--- src/rtl/fpu_share_arbiter.sv ---
// Two-core arbiter in front of one shared FPU: grants one operation at a time,
// launches it, waits for the result (or a timeout) and returns it to its owner.
module fpu_share_arbiter #(
  parameter int TIMEOUT = 64
) (
  input  logic        clk,
  input  logic        rst,
  input  logic        req_valid_0,
  output logic        req_ready_0,
  input  logic [4:0]  req_op_0,
  input  logic [31:0] req_a_0,
  input  logic [31:0] req_b_0,
  input  logic [4:0]  req_rd_0,
  input  logic        req_valid_1,
  output logic        req_ready_1,
  input  logic [4:0]  req_op_1,
  input  logic [31:0] req_a_1,
  input  logic [31:0] req_b_1,
  input  logic [4:0]  req_rd_1,
  output logic        rsp_valid_0,
  input  logic        rsp_ready_0,
  output logic        rsp_valid_1,
  input  logic        rsp_ready_1,
  output logic [31:0] rsp_data,
  output logic [4:0]  rsp_rd,
  output logic        rsp_err,
  output logic        fpu_start,
  output logic [4:0]  fpu_op,
  output logic [31:0] fpu_a,
  output logic [31:0] fpu_b,
  input  logic        fpu_done,
  input  logic [31:0] fpu_result
);

  localparam int CNT_W = $clog2(TIMEOUT + 1);

  typedef enum logic [1:0] {IDLE, ISSUE, WAIT, RESP} state_t;

  state_t           state, state_nxt;
  logic             prio, owner;
  logic [CNT_W-1:0] cnt, cnt_nxt;
  logic             grant0, grant1, accept, cnt_hit, rsp_ready_own;
  logic [4:0]       sel_op, sel_rd;
  logic [31:0]      sel_a, sel_b;

  // Opcode 5'b01011 is a hole in the FPUControl map; everything above 5'b10010 is unused.
  function automatic logic op_legal(input logic [4:0] op);
    logic ok;
    case (op)
      5'b01011: ok = 1'b0;
      default:  ok = (op <= 5'b10010);
    endcase
    return ok;
  endfunction

  assign sel_op        = grant1 ? req_op_1 : req_op_0;
  assign sel_rd        = grant1 ? req_rd_1 : req_rd_0;
  assign sel_a         = grant1 ? req_a_1  : req_a_0;
  assign sel_b         = grant1 ? req_b_1  : req_b_0;
  assign accept        = grant0 | grant1;
  assign cnt_nxt       = cnt + CNT_W'(1);
  assign cnt_hit       = (cnt_nxt == CNT_W'(TIMEOUT));
  assign rsp_ready_own = owner ? rsp_ready_1 : rsp_ready_0;

  assign req_ready_0   = grant0;
  assign req_ready_1   = grant1;
  assign fpu_start     = (state == ISSUE) & ~rst;
  assign rsp_valid_0   = (state == RESP) & ~owner & ~rst;
  assign rsp_valid_1   = (state == RESP) &  owner & ~rst;

  always_comb begin
    grant0    = 1'b0;
    grant1    = 1'b0;
    state_nxt = state;
    case (state)
      IDLE: begin
        if (!rst) begin
          if (req_valid_0 && (!req_valid_1 || !prio)) grant0 = 1'b1;
          else if (req_valid_1)                       grant1 = 1'b1;
        end
        if (grant0 || grant1) state_nxt = op_legal(sel_op) ? ISSUE : RESP;
      end
      ISSUE: state_nxt = WAIT;
      WAIT:  if (fpu_done || cnt_hit) state_nxt = RESP;
      RESP:  if (rsp_ready_own) state_nxt = IDLE;
      default: state_nxt = IDLE;
    endcase
  end

  always_ff @(posedge clk) begin
    if (rst) begin
      state    <= IDLE;
      prio     <= 1'b0;
      owner    <= 1'b0;
      cnt      <= '0;
      fpu_op   <= '0;
      fpu_a    <= '0;
      fpu_b    <= '0;
      rsp_data <= '0;
      rsp_rd   <= '0;
      rsp_err  <= 1'b0;
    end else begin
      state <= state_nxt;
      case (state)
        IDLE: begin
          if (accept) begin
            owner    <= grant1;
            fpu_op   <= sel_op;
            fpu_a    <= sel_a;
            fpu_b    <= sel_b;
            rsp_rd   <= sel_rd;
            rsp_data <= '0;
            rsp_err  <= ~op_legal(sel_op);
          end
        end
        ISSUE: cnt <= '0;
        WAIT: begin
          cnt <= cnt_nxt;
          // A result arriving on the timeout cycle still counts as on time.
          if (fpu_done) begin
            rsp_data <= fpu_result;
            rsp_err  <= 1'b0;
          end else if (cnt_hit) begin
            rsp_data <= 32'hFFFF_FFFF;
            rsp_err  <= 1'b1;
          end
        end
        RESP: if (rsp_ready_own) prio <= ~owner;
        default: ;
      endcase
    end
  end

endmodule

--- config.mk ---
export PLATFORM = sky130hd
export DESIGN_NAME = fpu_share_arbiter
export DESIGN_NICKNAME = d
export VERILOG_FILES = /design/src/rtl/fpu_share_arbiter.sv
export SDC_FILE = /design/constraint.sdc
export NUM_CORES = 1
export LEC_CHECK = 0
export ABC_AREA = 1
export CAP_MARGIN = 25
export CORE_MARGIN = 1
export CORE_UTILIZATION = 39
export CTS_BUF_LIST = sky130_fd_sc_hd__clkbuf_4 sky130_fd_sc_hd__clkbuf_8 sky130_fd_sc_hd__clkbuf_16
export DETAILED_ROUTE_END_ITERATION = 10
export PLACE_DENSITY = 0.94
export REMOVE_ABC_BUFFERS = 1
export SLEW_MARGIN = 20
export SYNTH_ARGS = -nofsm -noshare
export SYNTH_HDL_FRONTEND = slang
export SYNTH_SLANG_ARGS = --single-unit
export TNS_END_PERCENT = 100
--- constraint.sdc ---
create_clock -name clk -period 2 [get_ports clk]
set_input_delay 0.2 -clock clk [delete_from_list [all_inputs] [get_ports clk]]
set_output_delay 0.2 -clock clk [all_outputs]
set_load 0.01 [all_outputs]
==> metrics.txt, run 1 <==
status finished, final reports clean; post-synth top area cell dfxtp_1; Die X 118 µm; worst clock skew 0.00831 ns; Placed Area 0.00840 mm²; drt wl/cell 15.6 µm; Die Ht 118 µm; startpoint types register; DR vias 6388; H-tree depth 4; Yosys Warn Count 0; Max stage delay on crit path between 0.5 and 0.6 ns; dpl hpwl 12.5 mm; port bufs roughly 300; Power Density ~1300 mW/mm²; antenna violations before repair 0; Total Routing Usage GR a little over a quarter; Via density between 5 and 6; Final Cell Area 0.00915 mm²; Slew @ Worst Pin 0.684 ns; met3 WL 1.77 mm; core area 0.0132 mm²; IO Pins 299; Worst Path Arrival approximately 1.7 ns; CTS tree built; Routed WL 19.1 mm; top cell type's share of synthesized area 44.8%; hold buffer count at cts 0; site row count 42; WL met2 9.57 mm; Yosys reg bits around 120; P_leak 3.80 nW; final setup vio count 0; Root Buffer clkbuf_16; Worst VDD drop ~550 µV; vias in the first global route 6212; Worst Path Buf+Inv 3; Clock Pin Slew Worst Setup and Hold Paths about 0.06 ns; share of cells above drive strength 1 7.44%; GRT Residual Overflow 0; CP Class reg -> out; fmax 0.523 GHz; fill cell count 933; Synth area leaders dfxtp_1, nand2_1, a31oi_1; sequential area share after synthesis 44.8%; crit path time final 1.91 ns; Worst-Skew Late Latency between 0.4 and 0.5 ns; DR pass1 iterations 5; initial DRC count 588; Tcrit/Tclk final 95.6%; Worst Path Required 1.80 ns; Die Footprint 0.0140 mm²; first-pass GRT wire length 29.6 mm; Layout area overhead 73.6%; Max Slew Vio Count 0; pin count of the biggest net entering global routing ~120; CTS Buf Count 17; worst-path fanout max 3; Diodes inserted 0; RSZ-0062 raised after global routing true; synthesized area per cell 7.02 µm²; drc violations 0; Critical Path Most Common Cell inv_1; M1 wire length 7.07 mm; CP Capture Type primary output; clock buffer depth 2; GP Congestion 0.833; Clock Sinks 118; Layout Utilization 69.4%; CP delay by family, top buffers and inverters; hold crit path type in -> reg; nets 1228; Initial Util 40.0%; Final Hold Viols 0; cells along the critical path inv_1, ha_1, inv_1, nor2_1, clkdlybuf4s50_1; MaxCap Viol Count 0; slew margin rel. 54.4%; setup TNS 0 ns; Synth Cell Area about 0.0053 mm²; Post-Synthesis Cells 751; Cell variety after synth 27; max layer used met4; critical path's slowest cell clkdlybuf4s50_1; Detail Route Antenna Nets 0
-- sequential cells by signal (all words and copies together), names as in the netlist --
signal and flops:
cnt 7, prio 1, fpu_op 5, fpu_a 32, owner 1, rsp_rd 5, state 2, fpu_b 32
rsp_err 1, rsp_data 32
-- layout make-up --
| type | instances | area, µm² | area share (%) |
|---|---|---|---|
| Tap cell | 176 | 220 | 2.41 |
| Sequential cell | 118 | 2370 | 25.9 |
| Clock inverter | 7 | 116 | 1.27 |
| Inverter | 55 | 209 | 2.28 |
| Clock buffer | 24 | 515 | 5.63 |
| Multi-Input combinational cell | 525 | 2510 | 27.4 |
| Timing Repair Buffer | 319 | 3220 | 35.1 |
-- Yosys cell counts (all sizes together) --
cell    number
a211oi       1
a21oi       45
a31oi       71
buf         28
clkbuf      26
dfxtp      118
ha           5
inv         55
mux2i        1
nand2      251
nand3       13
nand3b       1
nand4        3
nor2        47
nor3         1
o21ai       82
o21bai       1
or2          2
-- path summary, 6_finish.rpt --
kind	from	to	slack, ns	cells after the start
setup / recovery	state[1]$_SDFFE_PP0P_	fpu_start	0.09	5
hold / removal	req_a_0[9]	fpu_a[9]$_SDFFE_PP0P_	0.35	3
setup reg to reg	cnt[0]$_SDFFE_PP0P_	rsp_data[20]$_SDFFE_PP0P_	0.11	10
hold reg to reg	cnt[6]$_SDFFE_PP0P_	cnt[6]$_SDFFE_PP0P_	0.48	2
-- per-stage QoR --
| step | hold slack, ns | total power, mW | setup slack [ns] | std cells |
|---|---|---|---|---|
| 5_1_grt | 0.354 | 12.3 | -0.0216 | 1224 |
| 3_5_place_dp | 0.476 | 8.16 | -0.0561 | 1189 |
| 6_report | 0.353 | 11.7 | 0.0890 | 1224 |
| 4_1_cts | 0.344 | 11.5 | 0.0137 | 1221 |
| 3_3_place_gp | 0.467 | 8.01 | 0.00519 | 1189 |
| 2_1_floorplan | 0.269 | 5.62 | -1.52 | 697 |
-- placed cells by master, fill, tap and decap left out, types with 3 or more instances in the layout --
cell type / netlist / layout
inv_1: 51 / 51
dfxtp_1: 118 / 115
o21ai_0: 79 / 79
nand3_1: 12 / 11
clkbuf_8: 0 / 6
a31oi_1: 71 / 71
nor2_2: 1 / 4
nand2_1: 249 / 248
bufinv_16: 0 / 3
a21oi_2: 0 / 3
nor2_1: 46 / 43
ha_1: 5 / 3
buf_12: 0 / 3
a21oi_1: 45 / 42
clkbuf_16: 0 / 18
buf_4: 0 / 15
clkdlybuf4s50_1: 0 / 295
nand4_1: 3 / 3
inv_2: 4 / 3
-- power by group --
part           leakage, nW  switching (mW)  internal [mW]  total (mW)
clock network        0.312            1.08           2.16        3.25
registers            0.975           0.403           3.12        3.52
logic                 2.52            2.47           2.43        4.90
total                 3.80            3.96           7.72        11.7
-- kinds of logic (layout without fill, tap and decap cells) --
logic type               Yosys count  in the layout  share of synthesized area (%)
AO/OA/AOI/OAI                    200            200                           20.9
adder cells (fa/ha/maj)            5              5                           1.19
buffers and inverters            109            405                           9.06
flip-flops                       118            118                           44.8
multiplexers                       1              1                          0.190
AND/OR/NAND/NOR                  318            319                           23.8
-- metal layers --
| metal | up-vias | GRT usage [%] |
|---|---|---|
| met5 | - | 0 |
| met4 | 0 | 14.6 |
| met3 | 59 | 9.56 |
| met2 | 332 | 46.0 |
| met1 | 2959 | 28.3 |
| li1 | 3038 | - |
-- what timing repair did --
action                                  CTS  global route
gates cloned                              1             1
gates resized for setup                   5            20
endpoints found under the setup margin   35           108
buffers inserted                          0             2
pin swaps                                 0             3
endpoints found under the hold margin     0             0
-- tightest hold or removal path: stages --
cell and delay (ns):
clkdlybuf4s50_1 0.39, nand2_1 0.06, a31oi_1 0.07
No activity file was read; power rests on OpenSTA's default activity.
==> run 2: changes to the inputs <==
--- a/config.mk
+++ b/config.mk
@@ -9,7 +9,6 @@
 export CAP_MARGIN = 25
 export CORE_MARGIN = 1
 export CORE_UTILIZATION = 39
-export CTS_BUF_LIST = sky130_fd_sc_hd__clkbuf_4 sky130_fd_sc_hd__clkbuf_8 sky130_fd_sc_hd__clkbuf_16
 export DETAILED_ROUTE_END_ITERATION = 10
 export PLACE_DENSITY = 0.94
 export REMOVE_ABC_BUFFERS = 1
==> metrics.txt, run 2 (synthesized netlist as in run 1, its figures left out) <==
hold buffer count at cts 0 (unchanged); RSZ-0062 raised after global routing true; Worst Path Arrival 2.28 ns (+0.57 ns); initial DRC count 493 (-16%); hold crit path type in -> reg; clock buffer depth 2 (unchanged); Worst VDD drop 569 µV (+3.6%); Reg2Reg Depth 12 (+2); worst hold slack 0.353 ns (-0.000420 ns); GP Congestion 0.833 (unchanged); internal power 7.72 mW (about the same); final setup vio count 0 (unchanged); drt wl/cell 15.6 µm (-0.31%); Largest regs fpu_a (32), fpu_b (32), rsp_data (32); Slew @ Worst Pin 0.693 ns (+0.00900 ns); Root Buffer clkbuf_16; pin count of the biggest net entering global routing 117 (unchanged); Layout area overhead 73.6% (about the same); reg2reg end rsp_data[20]$_SDFFE_PP0P_; commonest non-fill, non-tap cell in the layout clkdlybuf4s50_1; Die Footprint 0.0140 mm² (unchanged); startpoint types register; Die Ht 118 µm (unchanged); WHS Path Cells 3 (unchanged); fill cell count 940 (+0.75%); CTS Buf Count 17 (unchanged); GRT Residual Overflow 0 (unchanged); setup TNS 0 ns (unchanged); Die X 118 µm (unchanged); fmax 0.517 GHz (-1.3%); sw power 3.95 mW (-0.20%); Clock Pin Slew Worst Setup and Hold Paths 0.06 ns (about the same); first-pass GRT wire length 29.6 mm (-0.14%); Total Routing Usage GR 26.6% (-0.036 points); vias in the first global route 6155 (-0.92%); FF-to-FF setup slack 0.06 ns (-0.05 ns); most frequent cells in the layout clkdlybuf4s50_1, nand2_1, dfxtp_1; Clock Sinks 118 (unchanged); area of the multi-input gates 0.00250 mm² (-0.40%); P_leak 3.81 nW (+0.23%); Endpoint, Worst Hold fpu_a[9]$_SDFFE_PP0P_; core area 0.0132 mm² (unchanged); Sw Share 33.8% (-0.059 points); dpl hpwl 12.5 mm (unchanged); CP Capture Type register; Layout Utilization 69.4% (about the same); worst-path fanout max 20 (+17); Routed WL 19.1 mm (-0.15%); Worst-Skew Late Latency 0.42 ns (about the same); CP Class reg -> reg; nets 1230 (+0.16%); Logic pwr share 42.2% (+0.2 points); DR pass1 iterations 8 (+3); Detail Route Antenna Nets 0 (unchanged); antenna violations before repair 0 (unchanged); slew margin rel. 53.8% (-0.60 points); DR vias 6333 (-0.86%); CTS tree built; Max Slew Vio Count 0 (unchanged); crit path time final 1.94 ns (+0.0245 ns); Clock power frac 27.7% (about the same); Diodes inserted 0 (unchanged); drc violations 0 (unchanged); site row count 42 (unchanged); port bufs 298 (unchanged); MaxCap Viol Count 0 (unchanged); status finished, final reports clean; share of cells above drive strength 1 7.52% (+0.081 points); IO Pins 299 (unchanged); worst clock skew 0.00866 ns (+0.000356 ns); Worst Path Required 2.35 ns (+0.55 ns); final setup margin 0.0645 ns (-0.0245 ns); H-tree depth 4 (unchanged); R2R Path Start cnt[0]$_SDFFE_PP0P_; Storage cell area 0.00237 mm² (unchanged); dpl ws -0.0561 ns (unchanged); part of the power in registers 30.2% (about the same); Final Hold Viols 0 (unchanged); Power Density 1270 mW/mm² (about the same); Initial Util 40.0% (unchanged); Tcrit/Tclk final 96.8% (+1.2 points); Via density 5.17 (-1.0%); Hold Startpoint req_a_0[9]
run 2: cell count changes in the layout (fill, tap and decap cells not counted):
cell	delta
ha_4	-1
clkbuf_1	+1
buf_4	+2
ha_2	+1
clkbuf_4	-1
run 2: metrics by stage:
step	power [mW]	area, µm²	cells
2_1_floorplan	5.62	5000	697
3_3_place_gp	8.01	8400	1189
4_1_cts	11.5	9040	1221
5_1_grt	12.3	9160	1226
3_5_place_dp	8.16	8400	1189
6_report	11.7	9160	1226
run 2: worst max-delay path by stage:
stage,startpoint,to,slack (ns),depth (start not counted)
2_1_floorplan,state[0]$_SDFFE_PP0P_,fpu_a[0]$_SDFFE_PP0P_,-1.52,6
3_3_place_gp,req_valid_1,req_ready_1,0.005,6
3_5_place_dp,rst,rsp_data[10]$_SDFFE_PP0P_,-0.06,9
4_1_cts,state[0]$_SDFFE_PP0P_,rsp_valid_0,0.01,4
5_1_grt,cnt[1]$_SDFFE_PP0P_,rsp_data[20]$_SDFFE_PP0P_,-0.05,10
6_report,cnt[0]$_SDFFE_PP0P_,rsp_data[20]$_SDFFE_PP0P_,0.06,12
run 2: cell type report:
cell class | instances | area share (%)
clock buffers | 24 | 5.59
clock inverters | 7 | 1.27
inverters | 55 | 2.28
multi-input cells | 525 | 27.3
flip-flops and latches | 118 | 25.9
well taps | 176 | 2.41
repair buffers | 321 | 35.3
run 2: power groups by stage:
stage / Combinational [mW] / Clock, mW / Sequential (mW)
5_1_grt: 5.36 / 3.38 / 3.61
4_1_cts: 4.72 / 3.25 / 3.51
3_3_place_gp: 4.51 / 0 / 3.51
6_report: 4.92 / 3.23 / 3.52
3_5_place_dp: 4.62 / 0 / 3.54
2_1_floorplan: 1.76 / 0 / 3.86
run 2: repair_timing:
action | 4_1_cts | 5_1_grt
resized for setup | 5 | 19
pin swaps | 0 | 8
endpoints found under the hold margin | 0 | 0
setup buffers | 0 | 4
cloned | 1 | 1
endpoints found under the setup margin | 35 | 108
run 2: worst max-delay path: stages, from the launching register on:
cell and delay [ns]:
dfxtp_4 0.37, ha_2 0.20, nand3_1 0.11, o21bai_2 0.17, nand2_1 0.07, nor2_1 0.12, nand2_1 0.13, nand2_4 0.14
nand2_4 0.10, buf_12 0.18, nand2_1 0.06, nand2_1 0.07, nor2_2 0.15
run 2: metal layers:
layer / track usage [%] / vias to the layer above / share of wire (%)
met5: 0 / - / 0
met4: 14.5 / 0 / 4.0
met3: 9.17 / 65 / 8.9
met2: 45.9 / 324 / 50
met1: 28.5 / 2902 / 37
li1: - / 3042 / -
==> run 3: changes to the inputs <==
--- a/config.mk
+++ b/config.mk
@@ -6,7 +6,7 @@
 export NUM_CORES = 1
 export LEC_CHECK = 0
 export ABC_AREA = 1
-export CAP_MARGIN = 25
+export CORE_ASPECT_RATIO = 1.5
 export CORE_MARGIN = 1
 export CORE_UTILIZATION = 39
 export DETAILED_ROUTE_END_ITERATION = 10
==> metrics.txt, run 3 (synthesized netlist as in run 1, its figures left out) <==
status finished, final reports clean; Clock power frac 27.4% (-0.3 points); DR pass1 iterations 5 (-3); H-tree depth 4 (unchanged); Finished Layout Cells 1215 (-0.90%); CTS tree built; Power Density 1270 mW/mm² (-0.21%); antenna violations before repair 0 (unchanged); Tcrit/Tclk final 97.6% (+0.86 points); Placed Area 0.00848 mm² (+0.95%); commonest non-fill, non-tap cell in the layout clkdlybuf4s50_1; core area 0.0131 mm² (-0.83%); Largest regs fpu_a (32), fpu_b (32), rsp_data (32); GR peak layer met2; dpl hpwl 13.3 mm (+5.7%); initial DRC count 273 (-45%); fmax 0.512 GHz (-0.88%); Final Hold Viols 0 (unchanged); total power draw 11.6 mW (-0.22%); GRT Residual Overflow 0 (unchanged); Worst VDD drop 596 µV (+4.7%); P_leak 3.82 nW (+0.28%); CP Class reg -> out; Root Buffer clkbuf_16; drc violations 0 (unchanged); CTS Buf Count 17 (unchanged); worst-path fanout max 3 (-85%); hold crit path type in -> reg; Die Footprint 0.0140 mm² (about the same); Logic pwr share 42.3% (about the same); sw power 3.98 mW (+0.91%); Worst-Skew Late Latency 0.41 ns (about the same); dpl ws -0.0257 ns (+0.0304 ns); final setup margin 0.0472 ns (-0.0173 ns); nets 1235 (+0.41%); Post-CTS Setup Bufs 0 (unchanged); DR vias 6226 (-1.7%); pin count of the biggest net entering global routing 73 (-38%); part of the power in registers 30.3% (about the same); Die X 96.9 µm (-18%); Diodes inserted 0 (unchanged); share of cells above drive strength 1 7.58% (+0.052 points); internal power 7.66 mW (-0.80%); drt wl/cell 15.3 µm (-2.1%); Clock Pin Slew Worst Setup and Hold Paths 0.06 ns (about the same); CP Capture Type primary output; grt met2 use 46.4% (+0.49 points); final setup vio count 0 (unchanged); Total Routing Usage GR 25.6% (-1.0 points); IO Pins 299 (unchanged); Final Cell Area 0.00915 mm² (about the same); slew margin rel. 76.7% (+23 points); Max Slew Vio Count 0 (unchanged); crit path time final 1.95 ns (+0.0173 ns); site row count 51 (+21%); Placed Cells 1182 (-0.59%); Via density 5.12 (-0.80%); worst clock skew 0.00998 ns (+0.00131 ns); setup TNS 0 ns (unchanged); most frequent cells in the layout clkdlybuf4s50_1, nand2_1, dfxtp_1; Worst Path Arrival 1.75 ns (-0.53 ns); Sw Share 34.2% (+0.38 points); Detail Route Antenna Nets 0 (unchanged); clock buffer depth 2 (unchanged); hold buffer count at cts 0 (unchanged); Layout area overhead 73.6% (about the same); Initial Util 40.3% (+0.33 points); GRT met3 Usage 7.06% (-2.1 points); MaxCap Viol Count 0 (unchanged); Worst Path Required 1.80 ns (-0.55 ns); startpoint types register; vias in the first global route 6007 (-2.4%); met1 Resource Use GR 26.1% (-2.5 points); port bufs 298 (unchanged); Clock Sinks 118 (unchanged); GP Congestion 0.831 (-0.31%); first-pass GRT wire length 28.4 mm (-4.1%); Slew @ Worst Pin 0.346 ns (-0.347 ns); Routed WL 18.5 mm (-3.0%); Die Ht 144 µm (+22%)
==> run 3: path summary, 6_finish.rpt <==
check / startpoint / to / slack (ns) / cells after the start
hold reg to reg: cnt[6]$_SDFFE_PP0P_ / cnt[6]$_SDFFE_PP0P_ / 0.48 / 2
hold / removal: req_a_1[0] / fpu_a[0]$_SDFFE_PP0P_ / 0.36 / 3
setup reg to reg: cnt[1]$_SDFFE_PP0P_ / rsp_data[10]$_SDFFE_PP0P_ / 0.13 / 11
setup / recovery: state[1]$_SDFFE_PP0P_ / rsp_valid_1 / 0.05 / 4
==> run 3: power by group through the flow <==
stage	clock (mW)	combinational, mW	sequential (mW)
after floorplan	0	1.76	3.86
after global placement	0	4.64	3.50
after detailed placement	0	4.76	3.54
after CTS	3.25	4.86	3.51
after global routing	3.36	5.40	3.61
final	3.20	4.92	3.53
==> run 3: critical path, cell delays in order (launching register included) <==
cell	delay, ns
dfxtp_1	0.41
ha_2	0.23
inv_1	0.07
nor2_1	0.10
clkdlybuf4s50_1	0.55
==> run 3: final cells by class <==
cell class              count  area, µm²
multi-input cells         524       2460
clock buffers              19        453
inverters                  55        209
flip-flops and latches    118       2360
fillers                   902       3930
repair buffers            327       3290
clock inverters            13        173
well taps                 159        199
==> run 3: routing by layer <==
metal | part of all wire (%) | vias to the layer above
met4 | 5.0 | 0
met5 | 0 | -
met2 | 52 | 308
met3 | 7.5 | 64
met1 | 35 | 2793
li1 | - | 3061
==> run 3: through the flow <==
stage	hold WS (ns)	utilization [%]
finish	0.360	70.0
global placement	0.468	64.8
CTS	0.345	69.7
floorplan	0.269	-
global route	0.358	70.0
detailed placement	0.469	64.8
==> run 3: repair_timing <==
action / 4_1_cts / 5_1_grt
setup endpoints to repair: 2 / 34
gates cloned: 0 / 1
resized for setup: 7 / 5
hold endpoints to repair: 0 / 0
